### src/rtl/int_alu_pkg.sv
// Shared definitions for the integer ALU blocks: default width, sequencer states and a
// constant-foldable ceil(log2) helper.
package int_alu_pkg;

  localparam int unsigned DATA_WIDTH_DEFAULT = 32;

  typedef enum logic [1:0] {
    StIdle = 2'd0,
    StRun  = 2'd1,
    StDone = 2'd2
  } mult_state_e;

  // Usable in parameter expressions; returns 0 for value <= 1.
  function automatic int unsigned clog2(input int unsigned value);
    int unsigned result;
    result = 0;
    for (int unsigned i = 0; i < 32; i++) begin
      if ((64'd1 << i) < 64'(value)) begin
        result = i + 1;
      end
    end
    return result;
  endfunction

endpackage

### src/rtl/int_adder.sv
// Plain unsigned adder; the multiplier sequencer shares one instance for all accumulate steps.
module int_adder #(
  parameter int unsigned Width = 64
) (
  input  logic [Width-1:0] a_i,
  input  logic [Width-1:0] b_i,
  output logic [Width-1:0] sum_o
);

  // Carry-out is dropped: the accumulator is sized so the product cannot exceed Width bits.
  assign sum_o = a_i + b_i;

endmodule

### src/rtl/int_mult_seq_ctrl.sv
// Iterative unsigned shift-add multiplier: one operand pair in, DATA_WIDTH accumulate steps
// through a shared adder, full-width product out over a valid/ready handshake.
module int_mult_seq_ctrl
  import int_alu_pkg::*;
#(
  parameter int unsigned DATA_WIDTH = DATA_WIDTH_DEFAULT
) (
  input  logic                  clk,
  input  logic                  rst,
  input  logic                  in_valid,
  output logic                  in_ready,
  input  logic [DATA_WIDTH-1:0] m_plier,
  input  logic [DATA_WIDTH-1:0] m_cand,
  input  logic                  abort,
  output logic                  out_valid,
  input  logic                  out_ready,
  output logic [DATA_WIDTH-1:0] result_lo,
  output logic [DATA_WIDTH-1:0] result_hi,
  output logic                  ovf,
  output logic                  busy
);

  localparam int unsigned CNT_W = clog2(DATA_WIDTH) + 1;
  localparam int unsigned AccW  = 2 * DATA_WIDTH;
  localparam logic [CNT_W-1:0] LastStep = CNT_W'(DATA_WIDTH - 1);

  mult_state_e state_q, state_d;

  logic [DATA_WIDTH-1:0] plier_q, plier_d;
  logic [AccW-1:0]       cand_q, cand_d;
  logic [AccW-1:0]       acc_q, acc_d;
  logic [AccW-1:0]       acc_sum;
  logic [CNT_W-1:0]      cnt_q, cnt_d;

  logic                  out_valid_q, out_valid_d;
  logic [DATA_WIDTH-1:0] res_lo_q, res_lo_d;
  logic [DATA_WIDTH-1:0] res_hi_q, res_hi_d;
  logic                  ovf_q, ovf_d;

  int_adder #(
    .Width (AccW)
  ) u_adder (
    .a_i   (acc_q),
    .b_i   (cand_q),
    .sum_o (acc_sum)
  );

  always_comb begin
    state_d     = state_q;
    plier_d     = plier_q;
    cand_d      = cand_q;
    acc_d       = acc_q;
    cnt_d       = cnt_q;
    out_valid_d = out_valid_q;
    res_lo_d    = res_lo_q;
    res_hi_d    = res_hi_q;
    ovf_d       = ovf_q;

    case (state_q)
      StIdle: begin
        // abort is deliberately not looked at here: a new pair is always taken.
        if (in_valid) begin
          plier_d = m_plier;
          cand_d  = {{DATA_WIDTH{1'b0}}, m_cand};
          acc_d   = '0;
          cnt_d   = '0;
          state_d = StRun;
        end
      end

      StRun: begin
        if (abort) begin
          state_d = StIdle;
        end else begin
          if (plier_q[0]) begin
            acc_d = acc_sum;
          end
          cand_d  = cand_q << 1;
          plier_d = plier_q >> 1;
          cnt_d   = cnt_q + 1'b1;
          if (cnt_q == LastStep) begin
            state_d = StDone;
          end
        end
      end

      StDone: begin
        // First DONE cycle publishes the accumulator; the result then holds until taken.
        if (!out_valid_q) begin
          out_valid_d = 1'b1;
          res_lo_d    = acc_q[DATA_WIDTH-1:0];
          res_hi_d    = acc_q[AccW-1:DATA_WIDTH];
          ovf_d       = |acc_q[AccW-1:DATA_WIDTH];
        end else if (out_ready) begin
          out_valid_d = 1'b0;
          state_d     = StIdle;
        end
      end

      default: begin
        state_d     = StIdle;
        out_valid_d = 1'b0;
      end
    endcase
  end

  always_ff @(posedge clk or posedge rst) begin
    if (rst) begin
      state_q     <= StIdle;
      plier_q     <= '0;
      cand_q      <= '0;
      acc_q       <= '0;
      cnt_q       <= '0;
      out_valid_q <= 1'b0;
      res_lo_q    <= '0;
      res_hi_q    <= '0;
      ovf_q       <= 1'b0;
    end else begin
      state_q     <= state_d;
      plier_q     <= plier_d;
      cand_q      <= cand_d;
      acc_q       <= acc_d;
      cnt_q       <= cnt_d;
      out_valid_q <= out_valid_d;
      res_lo_q    <= res_lo_d;
      res_hi_q    <= res_hi_d;
      ovf_q       <= ovf_d;
    end
  end

  assign in_ready  = (state_q == StIdle);
  assign busy      = (state_q != StIdle);
  assign out_valid = out_valid_q;
  assign result_lo = res_lo_q;
  assign result_hi = res_hi_q;
  assign ovf       = ovf_q;

endmodule
### config.mk
export PLATFORM = sky130hd
export DESIGN_NAME = int_mult_seq_ctrl
export DESIGN_NICKNAME = d
export VERILOG_FILES = /design/src/rtl/int_alu_pkg.sv /design/src/rtl/int_adder.sv /design/src/rtl/int_mult_seq_ctrl.sv
export SDC_FILE = /design/constraint.sdc
export NUM_CORES = 1
export LEC_CHECK = 0
export CAP_MARGIN = 0
export CELL_PAD_IN_SITES_DETAIL_PLACEMENT = 1
export CELL_PAD_IN_SITES_GLOBAL_PLACEMENT = 1
export CORE_ASPECT_RATIO = 0.7
export CORE_UTILIZATION = 45
export CTS_BUF_LIST = sky130_fd_sc_hd__clkbuf_4 sky130_fd_sc_hd__clkbuf_8
export DETAILED_ROUTE_END_ITERATION = 8
export PLACE_DENSITY = 0.84
export REMOVE_ABC_BUFFERS = 1
export SETUP_SLACK_MARGIN = 0.15
export SYNTH_ARGS = -nofsm -noshare
export SYNTH_HDL_FRONTEND = slang
export SYNTH_HIERARCHICAL = 1
export SYNTH_SLANG_ARGS = --single-unit
### constraint.sdc
create_clock -name clk -period 14.42 [get_ports clk]
set_input_delay 2.884 -clock clk [delete_from_list [all_inputs] [get_ports clk]]
set_output_delay 2.884 -clock clk [all_outputs]
set_load 0.005 [all_outputs]
==> impl.org, run 1 <==
** Status
- The run finished with clean final reports.

** Placed design
- Final estimated routing congestion in global placement :: ~0.90
- Timing analysis after detailed placement gives a worst setup slack of roughly 8.8 ns.
- After legalization and detailed placement, the total HPWL measured 26500 um.
- Placed instance count :: between 1500 and 2000
- The count of buffers added on input and output ports is 136.

** Cells and area
- Final net count :: 1627
- Summing all flip-flop and latch instances after layout gives a little under 6000 um^2.
- Total inserted antenna cells :: 0
- In the final layout, the share of cells above drive strength 1 is 0.114.
- After the flow finishes, the layout carries non-filler instances totaling between 1500 and 2000.
- Summing all multi-input logic gate instances after layout gives around 7000 um^2.
- Filler cells :: ~3300
- From synthesis to final layout, the design area changed by 17.4%.

** Power and ir drop
- LEAKAGE :: 0.00734 uW
- Worst-case vdd ir drop :: between 70 and 80 uV
- Power spread over the standard cell area amounts to approximately 130 nW/um^2.

** Critical path
- Along the worst path, the maximum fanout reaches 80.
- The largest single stage delay on the critical path is ~0.69 ns.
- The signal on the critical path passes through clkdlybuf4s50_1 -> nor3b_4 -> buf_4 -> and2_4 -> buf_4 -> o21ai_0.
- Kind of cell with the highest combined delay on the critical path :: buffers and inverters
- On the critical path, the stage with the largest delay is an instance of sky130_fd_sc_hd__buf_4.
- Worst reg2reg path endpoint :: acc_q[58]$_DFFE_PP0P_
- R2R Setup Slk :: 10.81 ns
- Capturing element type of the critical path :: flop
- Together, buffers and inverters on the worst path number 3.
- Type of the worst setup path :: primary input to flop
- Worst path required time :: 14.82 ns
- The cell that appears most often on the critical path is sky130_fd_sc_hd__buf_4.
- Data arrives at the worst endpoint at between 5 and 6 ns.
- Startpoint kind of the worst setup timing path :: primary input
- Reg2Reg Depth :: 12
- Worst reg2reg startpoint :: cand_q[7]$_DFFE_PP0P_

** Min path
- Path category of the worst min-delay check :: flop to flop
- For hold timing, the worst endpoint is plier_q[12]$_DFFE_PP0P_.
- Along the worst hold path, the cell count comes to 2.
- Hold path start :: plier_q[12]$_DFFE_PP0P_

** STA
- Setup violations remaining at the end of the flow were counted as 0.
- Normalized max-slew margin :: 0.243
- Highest attainable clock frequency :: just under 200 MHz
- Skew final :: a little over 0.03 ns
- The count of pins over their slew limit came to 0.
- The number of endpoints with negative hold slack in the final report is 0.
- Setup repair after global routing left no endpoint under its margin.
- Time the worst path needs with I/O delays and setup :: 5.11 ns
- Tightest Pin Transition :: around 1.1 ns
- Final total negative setup slack :: 0 ns
- Final period utilization :: 0.354
- Worst-case setup margin in the final layout :: about 9.3 ns

** Yosys
- sky130_fd_sc_hd__nand2_1 is the most common cell in the netlist.
- Area share of the leading cell type in the synthesized netlist :: 0.437
- Sorting the synthesized cells by how often they occur yields sky130_fd_sc_hd__nand2_1 (258), sky130_fd_sc_hd__dfrtp_1 (234), sky130_fd_sc_hd__o21ai_0 (165).
- The netlist uses 75 different library cells.
- Counting flops with an async set or reset pin after synthesis yields a share of 1.00.
- Synthesized area per cell :: between 9 and 10 um^2
- Post-synth top flop :: sky130_fd_sc_hd__dfrtp_1
- Synthesis produced 1388 cells.
- Leading post-synthesis cells by cell area :: sky130_fd_sc_hd__dfrtp_1 (44%), sky130_fd_sc_hd__nand2_1 (7.2%), sky130_fd_sc_hd__o21ai_0 (6.2%)
- Yosys printed 6 warnings.
- EDFF count, synth :: 0
- The share of the Yosys chip area taken by registers is 0.437.
- The cell area that synthesis handed to floorplanning was around 13000 um^2.
- The biggest area contributor in the post-synthesis netlist is sky130_fd_sc_hd__dfrtp_1.
- Synthesis inferred approximately 230 register bits.

** Drt
- Post-route antenna net violation count :: 0
- The first routing iteration left ~650 violations.
- After detailed routing, the number of remaining DRC violations is 0.
- The final route contains around 11000 vias.
- Count of TritonRoute iterations in the first routing pass :: 5
- In the routed layout, each cell is associated on average with a via count of around 5.8.
- The routed design has about 37000 um of wire.
- After detailed routing, the average wire length per cell comes to between 15 and 20 um.

** Clock tree
- Number of clock sinks :: ~230
- In this run, CTS created clock tree buffers numbering 39.
- The clock passes through at most 3 buffers.
- The later pin in the worst-skew pair is clocked with a latency of slightly below 0.6 ns.
- TritonCTS clock tree :: yes
- Root buf cell :: sky130_fd_sc_hd__clkbuf_8
- Hold-fix buffers, CTS :: 0
- Once the clock tree was built, the setup fixing pass inserted 0 buffers.
- PostCTS Resize Cnt :: 0
- In this run the number of H-tree levels came out at 2.
- Clk pin slew, worst setup/hold paths :: 0.06 ns

** Run
- Number of max-capacitance violations reported :: 0

** GRT
- Entering global routing, the biggest net connects 91 pins.
- In the global route stage, overall resource usage came out at 0.251.
- Initial antenna violation count :: 3
- Global-route wire length before repair :: 61700 um
- Leftover overflow at the end of global routing :: 0
- The number of global-route vias before repair was roughly 11000.

** Floorplan
- During I/O placement, the number of pins put on the boundary was 137.
- Area enclosed by the die boundary :: between 30000 and 40000 um^2
- Number of rows in the core area :: between 50 and 60
- From bottom edge to top edge, the die measures approximately 150 um.
- The die is 208 um wide.
- The initial utilization of the core area, before any placement, comes to 0.461.
- The region available for standard cell placement spans roughly 29000 um^2.
power breakdown:
group / internal, uW / switching [uW]
registers: 747 / 85.7
logic: 218 / 347
clock network: 362 / 292
total: 1330 / 725
cells in the final DEF (no fill, tap or decap), types with 4 or more instances in the layout:
master	netlist	routed
sky130_fd_sc_hd__nand2_1	258	258
sky130_fd_sc_hd__clkinv_2	0	7
sky130_fd_sc_hd__nor4_1	10	10
sky130_fd_sc_hd__nand3_1	10	10
sky130_fd_sc_hd__and4_1	4	4
sky130_fd_sc_hd__nand4_1	23	23
sky130_fd_sc_hd__nor2_1	48	48
sky130_fd_sc_hd__a21oi_1	76	76
sky130_fd_sc_hd__inv_1	23	22
sky130_fd_sc_hd__a211oi_1	9	9
sky130_fd_sc_hd__and3_1	6	6
sky130_fd_sc_hd__a2111oi_0	4	4
sky130_fd_sc_hd__ha_1	64	64
sky130_fd_sc_hd__o31ai_1	4	4
sky130_fd_sc_hd__mux2i_1	62	62
sky130_fd_sc_hd__nor2b_1	7	7
sky130_fd_sc_hd__clkbuf_8	0	48
sky130_fd_sc_hd__a21boi_1	4	4
sky130_fd_sc_hd__clkdlybuf4s50_1	0	136
sky130_fd_sc_hd__or2_2	4	4
sky130_fd_sc_hd__or3_1	8	8
sky130_fd_sc_hd__clkbuf_4	0	8
sky130_fd_sc_hd__o21ai_0	165	165
sky130_fd_sc_hd__dfrtp_1	234	234
sky130_fd_sc_hd__xnor2_1	40	40
sky130_fd_sc_hd__a22o_1	36	36
sky130_fd_sc_hd__mux2_2	65	65
sky130_fd_sc_hd__o21bai_1	18	18
sky130_fd_sc_hd__buf_4	9	8
sky130_fd_sc_hd__xor2_1	23	23
sky130_fd_sc_hd__nor3_1	10	10
sky130_fd_sc_hd__a31oi_1	6	6
sky130_fd_sc_hd__a21o_1	25	25
through the flow:
step | hold WS, ns | cell area [um^2] | total power [uW] | util
finish | 0.484 | 15700 | 2050 | 0.541
global route | 0.512 | 15700 | 2170 | 0.541
CTS | 0.491 | 15700 | 2060 | 0.541
detailed placement | 0.477 | 14900 | 1400 | 0.512
global placement | 0.462 | 14900 | 1370 | 0.512
floorplan | 0.442 | 12900 | 1220 | -
worst min-delay path, delay by kind of cell, from the launching register on:
family / cells / cell delay, ns
flip-flops: 1 / 0.34
AO/OA/AOI/OAI: 1 / 0.06
AND/OR/NAND/NOR: 1 / 0.05
metal layers:
layer / GRT usage / part of all wire / vias up
met5: 0 / 0.0012 / -
met4: 0.0567 / 0.016 / 6
met3: 0.0486 / 0.054 / 48
met2: 0.383 / 0.44 / 254
met1: 0.368 / 0.49 / 5471
li1: - / - / 5167
area by class of cell:
type	count	area share
multi-input cells	1051	0.447
flip-flops and latches	234	0.372
repair buffers	144	0.0904
clock buffers	56	0.0458
well taps	378	0.0301
clock inverters	13	0.00851
inverters	23	0.00597
flip-flops by register name (all words and copies together) (netlist names):
register / flops
acc_q: 64
cand_q: 64
cnt_q: 6
out_valid: 1
ovf: 1
plier_q: 32
result_hi: 32
result_lo: 32
state_q: 2
cell families after synthesis:
group           count (synthesis)  synth area share
compound gates                390             0.186
xor+xnor                       63            0.0412
fa+ha+maj                      65            0.0613
buf+inv                       103            0.0403
flops                         234             0.437
mux                           127             0.101
simple gates                  406             0.134
worst max-delay path by stage:
| stage | from | end | slack [ns] | depth (start not counted) |
|---|---|---|---|---|
| after detailed placement | abort | acc_q[13]$_DFFE_PP0P_ | 8.78 | 6 |
| after global placement | abort | acc_q[38]$_DFFE_PP0P_ | 8.90 | 6 |
| after floorplan | rst | acc_q[0]$_DFFE_PP0P_ | 5.12 | 1 |
| final | abort | acc_q[10]$_DFFE_PP0P_ | 9.31 | 6 |
| after global routing | abort | acc_q[10]$_DFFE_PP0P_ | 9.15 | 6 |
| after CTS | abort | acc_q[10]$_DFFE_PP0P_ | 9.36 | 6 |
Note: power is estimated with default switching activity, not from simulation.
==> run 2, diff against run 1 <==
--- a/config.mk
+++ b/config.mk
@@ -9,10 +9,10 @@
 export CELL_PAD_IN_SITES_DETAIL_PLACEMENT = 1
 export CELL_PAD_IN_SITES_GLOBAL_PLACEMENT = 1
 export CORE_ASPECT_RATIO = 0.7
-export CORE_UTILIZATION = 45
+export CORE_UTILIZATION = 42
 export CTS_BUF_LIST = sky130_fd_sc_hd__clkbuf_4 sky130_fd_sc_hd__clkbuf_8
 export DETAILED_ROUTE_END_ITERATION = 8
-export PLACE_DENSITY = 0.84
+export PLACE_DENSITY = 0.82
 export REMOVE_ABC_BUFFERS = 1
 export SETUP_SLACK_MARGIN = 0.15
 export SYNTH_ARGS = -nofsm -noshare
==> constraint.sdc (replaced) <==
create_clock -name clk -period 4.3 [get_ports clk]
set_input_delay 0.86 -clock clk [delete_from_list [all_inputs] [get_ports clk]]
set_output_delay 0.86 -clock clk [all_outputs]
set_load 0.005 [all_outputs]
==> impl.org, run 2 (same netlist as run 1, synthesis figures left out) <==
** Floorplan
- Number of rows in the core area :: 54 (+3.8%)
- Core ar. :: 31300 um^2 (+7.6%)
- Initial core utilization :: 0.428 (-0.0324)
- I/O pins :: 137 (unchanged)
- The die height came to 151 um (+3.5%).
- Area enclosed by the die boundary :: 32600 um^2 (+7.1%)
- Width of the chip :: 215 um (+3.5%)

** STA
- Setup repair after global routing left no endpoint under its margin.
- The final setup violation count was 0 (unchanged).
- The pin slew with the least headroom to its limit came to 0.941 ns (-0.195 ns).
- Time the worst path needs with I/O delays and setup :: between 3 and 4 ns
- Highest attainable clock frequency :: just under 300 MHz
- The setup skew after layout is 0.0273 ns (-0.00337 ns).
- The worst slew slack as a fraction of its limit was 0.373 (+0.130).
- The total negative setup slack was 0 ns (unchanged).
- Number of slew-limit violations in the final report :: 0 (unchanged)
- Number of failing hold endpoints at the final stage :: 0 (unchanged)
- In the finished design, the share of the clock period the worst path needs comes to 0.804.
- Minimum hold slack :: 0.478 ns (-0.00646 ns)

** Critical path
- Crit path from :: cand_q[0]$_DFFE_PP0P_
- The worst setup path is launched from a flop.
- The depth of the most critical reg-to-reg path is 13 (+1).
- R2R Setup Slk :: 0.84 ns (-9.97 ns)
- The data required time at the worst endpoint came to 4.72 ns (-10.10 ns).
- Capturing element type of the critical path :: flop
- Worst reg2reg path endpoint :: acc_q[58]$_DFFE_PP0P_
- Worst reg2reg startpoint :: cand_q[0]$_DFFE_PP0P_
- Arrival time reported for the critical path endpoint :: 3.88 ns (-1.63 ns)
- The biggest fanout along the worst timing path was 6 (-93%).
- The critical path in this run is classified as flop to flop.

** GRT
- Global-route wire length before repair :: 62300 um (+1.1%)
- The largest net degree at the start of global routing is 94 (+3.3%).
- Number of global-route vias before repair :: 11400 (-0.39%)
- Leftover overflow at the end of global routing :: 0 (unchanged)
- GRT Resource Usage Total :: 0.240 (-0.0105)
- Initial antenna violation count :: 0 (-3)

** Clock tree
- Root buf cell :: sky130_fd_sc_hd__clkbuf_8
- PostCTS Resize Cnt :: 0 (unchanged)
- TritonCTS built the clock tree.
- The clock latency on the worst-skew pair came to 0.57 ns (-0.02 ns).
- The number of H-tree levels came to 2 (unchanged).
- The clock sink count was 234 (unchanged).
- The post-CTS clock slew at the launch and capture registers of the worst setup and hold paths came to 0.06 ns (about the same).
- Hold-fix buffers, CTS :: 0 (unchanged)
- The number of buffers added by the clock tree synthesis step is 40 (+2.6%).
- Setup Fix Bufs, Post-CTS :: 0 (unchanged)
- Clk buf depth :: 3 (unchanged)

** Cells and area
- The post-layout net count is 1633 (+0.37%).
- The number of fill cells in the layout was 3527 (+8.4%).
- Largest registers :: acc_q (64), cand_q (64)
- The share of layout cells above drive strength 1 is 0.118 (+0.00406).
- Most common library cell in the layout ignoring fill and taps :: sky130_fd_sc_hd__nand2_1
- The total inserted antenna cells came to 0 (unchanged).
- Area overhead of the layout relative to synthesis :: 18.7%
- The fraction of the core area covered by cells at the end of the flow was 0.509 (-0.0322).
- The total non-filler cell area in the finished layout was 15900 um^2 (+1.2%).
- Most frequent cells in the layout :: sky130_fd_sc_hd__nand2_1 (258), sky130_fd_sc_hd__dfrtp_1 (234), sky130_fd_sc_hd__o21ai_0 (165)

** Power and ir drop
- The worst supply voltage drop on vdd is 271 uV (+280%).
- The internal cell power was 4570 uW (+240%).
- The combinational cell fraction of total power is 0.276 (about the same).
- The portion of total power attributed to sequential cells is 0.396 (-0.010).
- Clk network pwr share :: 0.328 (+0.009)
- P per Cell Area :: 441 nW/um^2 (+240%)
- The switching power total was 2440 uW (+240%).
- The overall power after layout was 7010 uW (+240%).
- Switching power as a share of total power :: 0.348 (-0.00542)
- The cell leakage power was 0.00739 uW (+0.73%).

** Drt
- Aggregate routed wire length :: 38600 um (+3.1%)
- The number of remaining DRC errors is 0 (unchanged).
- Drt via density :: 5.73 (-0.55%)
- The via count was 11200 (+2.0%).
- Post-route antenna net violation count :: 0 (unchanged)
- The iteration count of the initial detailed-routing pass is 4 (-1).
- The final routed wire length divided by cell count is 19.8 um (+0.46%).
- Number of DRC markers after the initial detailed-route iteration :: 785 (+22%)

** Placed design
- I/O Buffers :: 136 (unchanged)
- The post-detailed-placement half-perimeter wirelength came to 27700 um (+4.7%).
- The global placement routability congestion came to 0.945 (+5.2%).
- The area of placed instances came to 15000 um^2 (+0.84%).

** Status
- Result of the run :: finished, final reports clean

** Run
- The count of maximum capacitance violations is 0 (unchanged).

** Min path
- The number of stages on the worst hold path came to 2 (unchanged).
- The worst hold path begins at plier_q[0]$_DFFE_PP0P_.
- Path category of the worst min-delay check :: flop to flop
- For hold timing, the worst endpoint is plier_q[0]$_DFFE_PP0P_.
-- run 2: changes by cell type in the layout (fill, tap and decap cells not counted), sizes merged --
cell and change:
bufinv +2, clkinvlp +2, clkbuf -1, clkinv -1
buf +5
-- run 2: stage by stage --
| stage | instances | worst slack [ns] |
|---|---|---|
| final | 1948 | 0.843 |
| after global routing | 1948 | 0.689 |
| after CTS | 1948 | 0.897 |
| after detailed placement | 1877 | 0.896 |
| after global placement | 1877 | 1.09 |
| after floorplan | 1308 | -2.98 |
-- run 2: metal layers --
metal | wire, um | global-route usage
met5 | 0 | 0
met4 | 620 | 0.0596
met3 | 2700 | 0.0500
met2 | 16100 | 0.350
met1 | 19100 | 0.360
-- run 2: worst max path at each step --
stage                     slack, ns  depth (start not counted)               endpoint
after global placement         1.09                         13  acc_q[44]$_DFFE_PP0P_
after global routing           0.69                         13  acc_q[54]$_DFFE_PP0P_
final                          0.84                         13  acc_q[58]$_DFFE_PP0P_
after detailed placement       0.90                         13  acc_q[58]$_DFFE_PP0P_
after CTS                      0.90                         13  acc_q[58]$_DFFE_PP0P_
after floorplan               -2.98                          1   acc_q[0]$_DFFE_PP0P_
-- run 2: critical path: stages, from the launching register on --
cell                       delay [ns]
sky130_fd_sc_hd__dfrtp_1         0.41
sky130_fd_sc_hd__ha_1            0.23
sky130_fd_sc_hd__fa_1            0.43
sky130_fd_sc_hd__a211oi_1        0.29
sky130_fd_sc_hd__nor2_1          0.14
sky130_fd_sc_hd__or3_1           0.50
sky130_fd_sc_hd__nand4_1         0.16
sky130_fd_sc_hd__a21boi_1        0.14
sky130_fd_sc_hd__a21oi_2         0.38
sky130_fd_sc_hd__o31ai_2         0.17
sky130_fd_sc_hd__nor4_1          0.20
sky130_fd_sc_hd__a211oi_1        0.08
sky130_fd_sc_hd__nand2_1         0.09
sky130_fd_sc_hd__o21ai_0         0.10
-- run 2: cell type report --
class | instances | area [um^2] | area share
clock inverter | 16 | 198 | 0.0124
sequential | 234 | 5860 | 0.368
inverter | 23 | 93.8 | 0.00590
multi-input combinational | 1051 | 7030 | 0.442
timing repair buffer | 149 | 1500 | 0.0940
clock buffer | 55 | 713 | 0.0448
tap | 420 | 526 | 0.0330
-- run 2: power by group through the flow --
stage | logic [uW] | registers [uW] | clock network, uW
2_1_floorplan | 1390 | 2710 | 0
3_3_place_gp | 1830 | 2780 | 0
3_5_place_dp | 1900 | 2810 | 0
4_1_cts | 1910 | 2780 | 2360
5_1_grt | 2140 | 2820 | 2450
6_report | 1940 | 2780 | 2300
